===== config.mk =====
export PLATFORM = sky130hd
export DESIGN_NAME = scroll_ctrl_flat
export DESIGN_NICKNAME = d
export VERILOG_FILES = /design/src/rtl/scroll_ctrl_if.sv /design/src/rtl/scroll_ctrl.sv /design/src/flat_wrapper.sv
export SDC_FILE = /design/constraint.sdc
export NUM_CORES = 1
export LEC_CHECK = 0
export CORE_UTILIZATION = 59
export DETAILED_ROUTE_END_ITERATION = 12
export GPL_ROUTABILITY_DRIVEN = 0
export GPL_TIMING_DRIVEN = 0
export PLACE_DENSITY = 0.86
export SETUP_SLACK_MARGIN = 0.1
export SYNTH_ARGS = -nofsm -noshare
export SYNTH_HDL_FRONTEND = slang
export SYNTH_SLANG_ARGS = --single-unit

===== constraint.sdc =====
create_clock -name CLOCK_50 -period 3 [get_ports CLOCK_50]
set_clock_uncertainty 0.1 [all_clocks]
set_input_delay 0.6 -clock CLOCK_50 [delete_from_list [all_inputs] [get_ports CLOCK_50]]
set_output_delay 0.6 -clock CLOCK_50 [all_outputs]
set_load 0.02 [all_outputs]

===== src/rtl/scroll_ctrl_if.sv =====
// Board-side bundle for the six-character scroller: push-buttons and switches in,
// character codes and status out. The bench drives through master; the design uses slave.
interface scroll_ctrl_if;
    logic [3:0]  KEY;
    logic [9:0]  SW;
    logic [23:0] codes;
    logic        step;
    logic [1:0]  mode;
    logic        dir;

    modport master (output KEY, SW, input codes, step, mode, dir);
    modport slave  (input KEY, SW, output codes, step, mode, dir);
endinterface


===== src/rtl/scroll_ctrl.sv =====
// Six-slot character scroller with run/pause/load control and a switchable-rate prescaler.
// Define SCROLL_DIR_EN to enable the KEY[3] direction toggle; otherwise dir is fixed at 0.

module scroll_key #(
    parameter int DB_CYCLES = 1_000_000
) (
    input  logic clk,
    input  logic rst_n,
    input  logic key,
    output logic press
);
    localparam int DW = (DB_CYCLES > 1) ? $clog2(DB_CYCLES) : 1;

    logic [1:0]    sync_ff;
    logic          level;
    logic [DW-1:0] db_cnt;

    // A new level is accepted only after DB_CYCLES consecutive differing samples.
    always_ff @(posedge clk or negedge rst_n) begin
        if (!rst_n) begin
            sync_ff <= 2'b11;
            level   <= 1'b1;
            db_cnt  <= '0;
            press   <= 1'b0;
        end else begin
            sync_ff <= {sync_ff[0], key};
            press   <= 1'b0;
            if (sync_ff[1] == level) begin
                db_cnt <= '0;
            end else if (db_cnt == DW'(DB_CYCLES - 1)) begin
                level  <= sync_ff[1];
                db_cnt <= '0;
                press  <= ~sync_ff[1];
            end else begin
                db_cnt <= db_cnt + 1'b1;
            end
        end
    end
endmodule

module scroll_ctrl #(
    parameter int CLK_HZ    = 50_000_000,
    parameter int DB_CYCLES = 1_000_000
) (
    input logic           CLOCK_50,
    scroll_ctrl_if.slave  bus
);
    localparam int CW = $clog2(2 * CLK_HZ);

    typedef enum logic [1:0] {
        RUN   = 2'b00,
        PAUSE = 2'b01,
        LOAD  = 2'b10
    } state_t;

    state_t        state, state_next;
    logic          rst_n;
    logic          run_press;
    logic          wr_press;
    logic          tick;
    logic          dir_q;
    logic [CW-1:0] pre_cnt;
    logic [CW-1:0] limit_m1;
    logic [23:0]   codes_q;
    logic          step_q;

    assign rst_n = bus.KEY[0];

    scroll_key #(.DB_CYCLES(DB_CYCLES)) u_key_run (
        .clk(CLOCK_50), .rst_n(rst_n), .key(bus.KEY[1]), .press(run_press)
    );

    scroll_key #(.DB_CYCLES(DB_CYCLES)) u_key_wr (
        .clk(CLOCK_50), .rst_n(rst_n), .key(bus.KEY[2]), .press(wr_press)
    );

`ifdef SCROLL_DIR_EN
    logic dir_press;

    scroll_key #(.DB_CYCLES(DB_CYCLES)) u_key_dir (
        .clk(CLOCK_50), .rst_n(rst_n), .key(bus.KEY[3]), .press(dir_press)
    );

    always_ff @(posedge CLOCK_50 or negedge rst_n) begin
        if (!rst_n) begin
            dir_q <= 1'b0;
        end else if (dir_press) begin
            dir_q <= ~dir_q;
        end
    end
`else
    logic unused_key3;
    assign unused_key3 = bus.KEY[3];
    assign dir_q       = 1'b0;
`endif

    always_comb begin
        limit_m1 = CW'(CLK_HZ - 1);
        case (bus.SW[9:8])
            2'b00:   limit_m1 = CW'(CLK_HZ - 1);
            2'b01:   limit_m1 = CW'(CLK_HZ / 2 - 1);
            2'b10:   limit_m1 = CW'(CLK_HZ / 4 - 1);
            default: limit_m1 = CW'(2 * CLK_HZ - 1);
        endcase
    end

    // ">=" rather than "==" so a speed change that strands the count above the new limit ticks at once.
    assign tick = (state == RUN) && (pre_cnt >= limit_m1);

    always_ff @(posedge CLOCK_50 or negedge rst_n) begin
        if (!rst_n) begin
            state <= RUN;
        end else begin
            state <= state_next;
        end
    end

    always_comb begin
        state_next = state;
        if (bus.SW[7]) begin
            state_next = LOAD;
        end else begin
            case (state)
                RUN:     if (run_press) state_next = PAUSE;
                PAUSE:   if (run_press) state_next = RUN;
                LOAD:    state_next = PAUSE;
                default: state_next = RUN;
            endcase
        end
    end

    always_ff @(posedge CLOCK_50 or negedge rst_n) begin
        if (!rst_n) begin
            pre_cnt <= '0;
        end else if (state == LOAD) begin
            pre_cnt <= '0;
        end else if (state == RUN) begin
            pre_cnt <= tick ? '0 : pre_cnt + 1'b1;
        end
    end

    // Rotation and slot writes never coincide: ticks only occur outside LOAD.
    always_ff @(posedge CLOCK_50 or negedge rst_n) begin
        if (!rst_n) begin
            codes_q <= 24'h000DE1;
            step_q  <= 1'b0;
        end else begin
            step_q <= tick;
            if (tick) begin
                if (dir_q) begin
                    codes_q <= {codes_q[3:0], codes_q[23:4]};
                end else begin
                    codes_q <= {codes_q[19:0], codes_q[23:20]};
                end
            end else if ((state == LOAD) && wr_press && (bus.SW[6:4] < 3'd6)) begin
                codes_q[{bus.SW[6:4], 2'b00} +: 4] <= bus.SW[3:0];
            end
        end
    end

    assign bus.codes = codes_q;
    assign bus.step  = step_q;
    assign bus.mode  = state;
    assign bus.dir   = dir_q;
endmodule


===== src/flat_wrapper.sv =====
// flat-port wrapper written by rule: the top's interface ports become plain ports
module scroll_ctrl_flat 
#(
    parameter int CLK_HZ    = 50_000_000,
    parameter int DB_CYCLES = 1_000_000
)
  (CLOCK_50, bus_KEY, bus_SW, bus_codes, bus_step, bus_mode, bus_dir);
  scroll_ctrl_if bus_i ();
  input logic CLOCK_50;
  input wire logic [$bits(bus_i.KEY)-1:0] bus_KEY;
  input wire logic [$bits(bus_i.SW)-1:0] bus_SW;
  output wire logic [$bits(bus_i.codes)-1:0] bus_codes;
  output wire logic [$bits(bus_i.step)-1:0] bus_step;
  output wire logic [$bits(bus_i.mode)-1:0] bus_mode;
  output wire logic [$bits(bus_i.dir)-1:0] bus_dir;
  assign bus_i.KEY = bus_KEY;
  assign bus_i.SW = bus_SW;
  assign bus_codes = bus_i.codes;
  assign bus_step = bus_i.step;
  assign bus_mode = bus_i.mode;
  assign bus_dir = bus_i.dir;
  scroll_ctrl #(.CLK_HZ(CLK_HZ), .DB_CYCLES(DB_CYCLES)) u_core (.CLOCK_50(CLOCK_50), .bus(bus_i));
endmodule

==> After elaboration in Yosys (flattened, before gate mapping) <==
Cells that the tools add are included.
{ "classes": {"n_eq_ne": 10, "reduce_logical": 10, "n_shift": 2, "mux": 19, "bitwise_logic": 4, "add_sub_neg": 4, "n_lt_le_gt_ge": 2} }
{ "op_table": {"columns": ["op", "n"], "rows": [
  ["$mux W27", 3],
  ["$pmux W27 S3", 1],
  ["$mux W20", 4],
  ["$mux W24", 2],
  ["$add A20 B1 Y20 const B", 2],
  ["$eq A20 B20 Y1 const B", 2],
  ["$add A27 B1 Y27 const B", 1],
  ["$ge A27 B27 Y1", 1],
  ["$bwmux W24", 1],
  ["$shift A4 B7 Y24 const A", 1],
  ["$shiftx A4 B7 Y24", 1],
  ["$neg A5 Y7", 1],
  ["$mux W2", 3],
  ["$ne A3 B3 Y1 const B", 2],
  ["$pmux W2 S3", 1],
  ["$reduce_and A2 Y1", 3],
  ["$eq A2 B1 Y1 const B", 2],
  ["$eq A2 B2 Y1 const B", 2],
  ["$logic_not A2 Y1", 2],
  ["$mux W1", 4],
  ["$not A1 Y1", 4],
  ["$reduce_bool A2 Y1", 2],
  ["$logic_and A1 B1 Y1", 3],
  ["$lt A3 B3 Y1 const B", 1],
  ["$eq A1 B1 Y1", 2]
]} }
{ "totals": {"inputBits": 15, "wordCells": 63, "output_inout_bits": 28, "ff_bits": 102} }

==> Depth between registers and ports, before layout <==
Gate-level depths: netlist of run 1.
{ "logic_depth": {"word_depth": 7, "ltp_mapped": 12} }

==> By module <==
A second synthesis of run 1 with hierarchy kept.
{ "hier_totals": {"hier_cells": 628, "area_unflattened_um2": 5836.8} }
{ "by_module_without_submodules": {"columns": ["mod", "area_each_um2", "instances", "cells_per_inst", "seq_area_each_um2"], "rows": [
  ["scroll_ctrl", 3557.2, 1, 396, 1360.1],
  ["scroll_key", 1139.8, 2, 116, 604.3]
]} }

==> Worst setup path after synthesis of run 1 <==
No wires, ideal clock.
{ "synth_timing": {"path_type": "input-to-reg", "from": "in bus_SW[8]", "to": "reg u_core.pre_cnt[2]", "path_slack_ns": 0.191, "cell_stages": 9, "setup_ns": 0.069, "t_required_ns": 2.831, "arrival_ns": 2.640, "path_cell_list": "inv_1 > ha_1 > ha_1 > a21oi_1 > o22ai_1 > o2111a_2 > a2111o_1 > or3b_1 > nand3_1"} }
{ "synth_via": {"elab_chain_len": 7, "word_cells_on_any_way": 9, "cone_classes": "1 x order compare; 2 x eq/ne; 4 x mux; 2 x reduce/logical"} }
{ "synth_lines": {"columns": ["item", "line_no", "text"], "rows": [
  ["from (decl)", "flat_wrapper.sv:11", "input wire logic [$bits(bus_i.SW)-1:0] bus_SW;"],
  ["$eq A2 B2 Y1 (tied with other cells)", "scroll_ctrl.sv:99", "case (bus.SW[9:8])"],
  ["$pmux W27 S3 (*)", "scroll_ctrl.sv:99", null],
  ["$ge A27 B27 Y1 (*)", "scroll_ctrl.sv:108", "assign tick = (state == RUN) && (pre_cnt >= limit_m1);"],
  ["$logic_and A1 B1 Y1 (*)", "scroll_ctrl.sv:108", null],
  ["$mux W27 (*)", "scroll_ctrl.sv:138", "pre_cnt <= tick ? '0 : pre_cnt + 1'b1;"],
  ["$mux W27 (*)", "scroll_ctrl.sv:137", "end else if (state == RUN) begin"],
  ["$mux W27 (*)", "scroll_ctrl.sv:135", "end else if (state == LOAD) begin"],
  ["to (signal assigned)", "scroll_ctrl.sv:138", null],
  ["to (decl)", "scroll_ctrl.sv:62", "logic [CW-1:0] pre_cnt;"]
]} }
Every way passes the cells marked *; elsewhere a longest branch is shown, timed or not. The select of a mux whose other input is x is not followed.
A chain may end at the register's enable or synchronous reset.

==> Worst setup path in the final report of run 1 <==
{ "layout_timing": {"from": "in bus_SW[8]", "to": "reg u_core.pre_cnt[9]"} }
Same word-level chain as after synthesis.

==> flow_summary.json, run 1 <==
{
  "grt_pass1_wl_mm": 20.94,
  "vias": 4515,
  "status": "completed",
  "final_nets": 674,
  "cp_max_fo": 10,
  "synth_seq_cells": 102,
  "synth_area_leaders": "dfrtp_1 (40%), dfstp_2 (6.2%), ha_1 (5.6%), nand2_1 (5.3%), nand3_1 (5.3%)",
  "cts_buffers": 9,
  "synthDistinctLibCells": 57,
  "fmax_ghz": 0.3528,
  "cts_root_buffer": "clkbuf_8",
  "fp.dieH_um": 98.94,
  "die_w_um": 98.94,
  "slew_headroom_pct": 27.83,
  "pin_count": 43,
  "htree_levels": 3,
  "cts.clk_slew.worst_paths_ps": 100,
  "finalMaxSlewViolations": 0,
  "fin_crit_ps": 2834,
  "place_hpwl_mm": 8.839,
  "rrSetupSlack_ps": 190,
  "grt-ovfl-total": 0,
  "synth_ff_type": "dfrtp_1",
  "final_layout_size_suffix_gt1_share_pct": 13.77,
  "period_share_pct": 94.48,
  "cts_sinks": 102,
  "drtPass1Iterations": 5,
  "final_common_cell": "dfrtp_1",
  "postPlaceCellArea_um2": 6108,
  "endpoint_kind": "register",
  "drc": 0,
  "hold_violations": 0,
  "rows": 35,
  "synthCells": 576,
  "crit_type": "in2reg",
  "worst_pin_slew_ps": 1073,
  "wl_mm": 12.80,
  "antenna_found_initial": 1,
  "holdWs_ps": 27.98,
  "via_per_inst": 6.020,
  "die_area_um2": 9788,
  "coreArea_um2": 9153,
  "rsz0062_at_grt": "false",
  "powerDensity_nw_per_um2": 384.6,
  "stdcell_area_um2": 6444,
  "grt_usage_pct": 27.21,
  "mostFrequentLayoutCells": "dfrtp_1 (89), nand2_1 (79), nand3_1 (58), nor2_1 (57), clkdlybuf4s50_1 (37)",
  "ir_worst_vdd_uv": 422.1,
  "setup.worst_path.start_class": "input port",
  "synth_top_cell_by_area": "dfrtp_1",
  "yosys_warnings": 0,
  "clock_path_buffers": 2,
  "syn_nets": 616,
  "synth-edff-count": 0,
  "hold_path_class": "in2async",
  "synth_top_area_share_pct": 40.17,
  "cts_tree": "built",
  "maxCapViolations": 0,
  "grt_max_degree": 76,
  "finalSetupViolCount": 0,
  "synthArstFlopShare_pct": 100.0,
  "start_util_pct": 60.57,
  "synthToLayoutAreaGrowth_pct": 16.23,
  "cp_data_arrival_time_ps": 3020,
  "ant_nets": 0,
  "grt_pass1_vias": 4500,
  "synth_area_um2": 5544,
  "p_leak_nw": 2.728,
  "fin_util_pct": 70.40,
  "clkLatencyLatePin_ps": 380,
  "critPathRequiredTime_ps": 3190,
  "diodes": 0,
  "portBuffers": 40,
  "drtIter0Drc": 246,
  "wl_per_cell_um": 17.07,
  "p_total_w": 0.002478,
  "avgSynthCellArea_um2": 9.625,
  "ys_seq_area_share_pct": 46.33
}
[path summary, 6_finish.rpt]
kind                       cells after the start                           to                        start
setup / recovery                              14            u_core.pre_cnt[9]                    bus_SW[8]
hold / removal                                 1           u_core.pre_cnt[16]                   bus_KEY[0]
setup reg to reg                               8           u_core.pre_cnt[24]           u_core.pre_cnt[12]
hold reg to reg                                0  u_core.u_key_run.sync_ff[1]  u_core.u_key_run.sync_ff[0]
max in group asynchronous                      2   u_core.u_key_wr.sync_ff[1]                   bus_KEY[0]
min in group CLOCK_50                          0  u_core.u_key_run.sync_ff[1]  u_core.u_key_run.sync_ff[0]
[final cells by class]
class                      instances  area, um2
buffer                            23      136.4
clock buffer                      10      127.6
clock inverter                     6      43.79
fill                             646       2709
inverter                          18      67.56
multi-input combinational        433       2890
sequential                       102       2569
tap                              111      138.9
timing repair buffer              47      470.5
[where the power goes]
group,switching [W],internal [W],total [W],leakage [nW]
logic,0.000153,0.0000907,0.000244,1.27
registers,0.0000259,0.00140,0.00143,1.37
clock network,0.000498,0.000310,0.000808,0.0927
[cells by family (layout without fill, tap and decap cells)]
group | count (synthesis) | count (layout) | synth area share, %
fa+ha+maj | 25 | 25 | 5.642
xor+xnor | 39 | 39 | 6.161
other cells | 1 | 1 | 0.06764
simple gates | 269 | 269 | 23.74
buf+inv | 41 | 104 | 3.588
compound gates | 72 | 72 | 9.524
mux | 27 | 27 | 4.942
flops | 102 | 102 | 46.33
[worst max-delay path: stages]
cell       delay [ps]
clkbuf_4          160
inv_2              90
ha_4              290
inv_1              40
ha_1              190
a21oi_1           150
a31oi_1            50
a211o_1           340
buf_4             160
a2111oi_4         370
buf_4             210
buf_8             140
nand3_1           100
o311ai_2           90
[cells in the mapped netlist, types with 3 or more instances]
master / instances
nor4_1: 7
buf_2: 4
nor3_1: 10
nor3b_1: 3
buf_6: 4
and3_1: 7
a21oi_1: 11
o311ai_2: 3
mux2_2: 3
xor2_1: 21
ha_1: 25
nand4_1: 10
nand3_1: 59
o21ai_0: 28
dfstp_2: 13
nor2_1: 57
and4_1: 3
clkbuf_1: 10
xnor2_1: 18
nand3b_1: 3
and2_1: 4
nand2_1: 79
o311ai_1: 15
or3_1: 8
dfrtp_1: 89
nor4b_1: 3
or2_2: 6
inv_1: 18
mux2i_1: 24
[through the flow]
step           setup slack (ps)  setup TNS [ps]  instances
2_1_floorplan             190.9               0        576
6_report                  165.7               0        750
4_1_cts                   95.87               0        750
3_3_place_gp              -2488         -272100        727
3_5_place_dp             -851.8          -37410        728
5_1_grt                   93.11               0        750
[state kept, by name, summed over array words and instances (netlist names)]
signal,cells
u_core.u_key_run.sync_ff,2
u_core.bus.step,1
u_core.u_key_wr.db_cnt,20
u_core.u_key_run.press,1
u_core.u_key_run.db_cnt,20
u_core.u_key_wr.level,1
u_core.u_key_wr.press,1
u_core.bus.codes,24
u_core.bus.mode,2
u_core.u_key_wr.sync_ff,2
u_core.u_key_run.level,1
u_core.pre_cnt,27
[per-layer routing]
layer	part of all wire [%]	vias up	wire length (um)	global-route usage, %
li1	-	2146	-	-
met1	43	2200	5456	34.84
met2	50	141	6432	45.19
met3	5.6	28	722	6.738
met4	1.5	0	193	9.414
met5	0	-	0	0
[what timing repair did]
| action | 4_1_cts | 5_1_grt |
|---|---|---|
| hold buffers | 0 | 0 |
| endpoints found under the hold margin | 0 | 0 |
| endpoints found under the setup margin | 52 | 38 |
| gates cloned | 2 | 0 |
| buffers inserted | 4 | 0 |
| resized for setup | 16 | 22 |
| pin swaps | 4 | 2 |
No activity file was read; power rests on OpenSTA's default activity.
==> run 2, diff against run 1 <==
--- a/config.mk
+++ b/config.mk
@@ -5,7 +5,9 @@
 export SDC_FILE = /design/constraint.sdc
 export NUM_CORES = 1
 export LEC_CHECK = 0
-export CORE_UTILIZATION = 59
+export ABC_AREA = 1
+export CAP_MARGIN = 30
+export CORE_UTILIZATION = 60
 export DETAILED_ROUTE_END_ITERATION = 12
 export GPL_ROUTABILITY_DRIVEN = 0
 export GPL_TIMING_DRIVEN = 0
==> flow_summary.json, run 2 <==
{
  "status": "completed",
  "cp_max_fo": 10,
  "cts_sinks": 102,
  "cts_setup_buffers": 0,
  "hold_buffers": 0,
  "pin_count": 43,
  "period_share_pct": 88.33,
  "maxCapViolations": 0,
  "coreArea_um2": 10320,
  "avgSynthCellArea_um2": 7.104,
  "finalSetupViolCount": 0,
  "fin_crit_ps": 2650,
  "grt_max_degree": 72,
  "ant_nets": 0,
  "grt_pass1_vias": 5462,
  "ir_worst_vdd_uv": 368.1,
  "synthToLayoutAreaGrowth_pct": 13.02,
  "largest_reg_flops": 27,
  "syn_nets": 937,
  "synth_ff_type": "dfrtp_1",
  "dp_cells": 1074,
  "drc": 0,
  "place_hpwl_mm": 10.45,
  "wl_mm": 14.23,
  "grt-ovfl-total": 0,
  "die_w_um": 105.1,
  "hold_path_class": "in2async",
  "hold_violations": 0,
  "setup.worst_path.start_class": "input port",
  "fmax_ghz": 0.3774,
  "path_cells": "dlygate4sd2_1, inv_1, ha_1, ha_1, nand2_1, nor2_1, nand2_1, nor3_1, nand2_1, nand3_2, nand2_2, buf_6, buf_4, nand3_1, nand2_1",
  "synth_common_cells": "nand2_1 (259), inv_1 (143), nor2_1 (95)",
  "p_total_w": 0.003239,
  "clock_path_buffers": 2,
  "diodes": 0,
  "antenna_found_initial": 0,
  "stdcell_count": 1090,
  "p_leak_nw": 3.621,
  "multi_input_area_um2": 3144,
  "clkLatencyLatePin_ps": 380,
  "grt_pass1_wl_mm": 24.61,
  "via_per_inst": 5.330,
  "cts_tree": "built",
  "grt_usage_pct": 27.61,
  "portBuffers": 40,
  "powerDensity_nw_per_um2": 449.7,
  "final_nets": 989,
  "crit_buf_inv": 4,
  "rows": 37,
  "drtPass1Iterations": 5,
  "synth_top_cell_by_area": "dfrtp_1",
  "start_util_pct": 61.73,
  "stdcell_area_um2": 7202,
  "finalMaxSlewViolations": 0,
  "synth_area_um2": 6372,
  "crit_top_cell": "nand2_1",
  "holdWs_ps": 48.16,
  "synthDistinctLibCells": 35,
  "final_common_cell": "nand2_1",
  "endpoint_kind": "register",
  "cts_root_buffer": "clkbuf_8",
  "register_area_um2": 2569,
  "critPathRequiredTime_ps": 3160,
  "fin_util_pct": 69.76,
  "ys_seq_area_share_pct": 40.31,
  "crit_type": "in2reg",
  "regMostFlops": "u_core.pre_cnt",
  "synthCells": 897,
  "slew_headroom_pct": 47.07,
  "cp_slowest_stage_delay_ps": 300,
  "synth_seq_cells": 102,
  "synth_area_leaders": "dfrtp_1 (35%), nand2_1 (15%), inv_1 (8.4%), nand3_1 (6.8%), nor2_1 (5.6%)",
  "synthArstFlopShare_pct": 100.0,
  "cts_buffers": 9,
  "cp_data_arrival_time_ps": 2810,
  "synth_top_area_share_pct": 34.95,
  "vias": 5810,
  "fill_cells": 842,
  "worst_pin_slew_ps": 786.7,
  "htree_levels": 3,
  "synth-edff-count": 0,
  "die_area_um2": 11040,
  "drtIter0Drc": 372,
  "postPlaceCellArea_um2": 6968,
  "wl_per_cell_um": 13.06,
  "fp.dieH_um": 105.1,
  "yosysMostFrequentCell": "nand2_1",
  "final_layout_size_suffix_gt1_share_pct": 5.975,
  "rsz0062_at_grt": "false",
  "yosys_warnings": 0,
  "mostFrequentLayoutCells": "nand2_1 (259), inv_1 (142), nor2_1 (94), dfrtp_1 (89), nand3_1 (87)",
  "path_delay_family": "simple AND/OR/NAND/NOR gates",
  "cts.clk_slew.worst_paths_ps": 100,
  "cpMaxStageDelayCell": "ha_1"
}
[run 2: cell types whose count changed in the layout (fill, tap and decap cells not counted), moves of 7 or more]
cell	before	now
a21oi_1	9	19
inv_1	16	142
mux2i_1	24	0
nand2_1	79	259
nand3_1	58	87
nor2_1	57	94
nor3_1	10	33
o21ai_1	0	10
o311ai_1	11	0
o311ai_2	7	0
or3_1	8	0
xnor2_1	18	4
xor2_1	21	33
[run 2: logic make-up after synthesis]
logic type	count (synthesis)	synth area share, %
AND/OR/NAND/NOR	507	33.89
flip-flops	102	40.31
adder cells (fa/ha/maj)	25	4.909
XOR/XNOR	37	5.085
AO/OA/AOI/OAI	59	4.948
buffers and inverters	166	10.80
other	1	0.05885
[run 2: final cells by class]
cell class              count  share of cell area, %
plain buffers              21                  2.050
multi-input cells         629                  43.66
clock buffers              10                  1.911
inverters                 145                  7.557
clock inverters             6                 0.8687
flip-flops and latches    102                  35.67
repair buffers             41                  5.924
well taps                 136                  2.363
[run 2: timing repair]
item,CTS,global route
cloned,0,0
setup endpoints to repair,32,43
hold endpoints to repair,0,0
resized for setup,4,6
[run 2: routing by layer]
metal  GRT usage [%]  vias to the layer above  part of all wire, %
met2           44.94                      176                   47
met1           37.55                     2687                   46
li1                -                     2919                    -
met3           3.805                       28                  4.9
met4           10.46                        0                  2.2
met5               0                        -                    0
[run 2: path summary, 6_finish.rpt]
path,depth (start not counted),startpoint,endpoint,slack [ps]
worst min register to register,0,u_core.u_key_run.sync_ff[0],u_core.u_key_run.sync_ff[1],260
min in group CLOCK_50,0,u_core.u_key_run.sync_ff[0],u_core.u_key_run.sync_ff[1],260
worst max register to register,14,u_core.pre_cnt[24],u_core.pre_cnt[16],720
worst max-delay path,15,bus_SW[8],u_core.bus.codes[12],350
worst min-delay path,1,bus_KEY[0],u_core.u_key_run.db_cnt[13],50
max in group asynchronous,2,bus_KEY[0],u_core.bus.codes[11],2030
[run 2: where the power goes]
part           leakage (nW)  internal (W)  total, W  switching, W
clock                 0.102      0.000347  0.000877      0.000530
sequential             1.34       0.00153   0.00165      0.000116
combinational          2.18      0.000320  0.000716      0.000396
[run 2: through the flow]
stage	setup slack (ps)	setup TNS, ps
after floorplan	565.0	0
after global placement	-2518	-253180
after detailed placement	-360.6	-14510
after CTS	120.2	0
after global routing	140.3	0
final	350.2	0
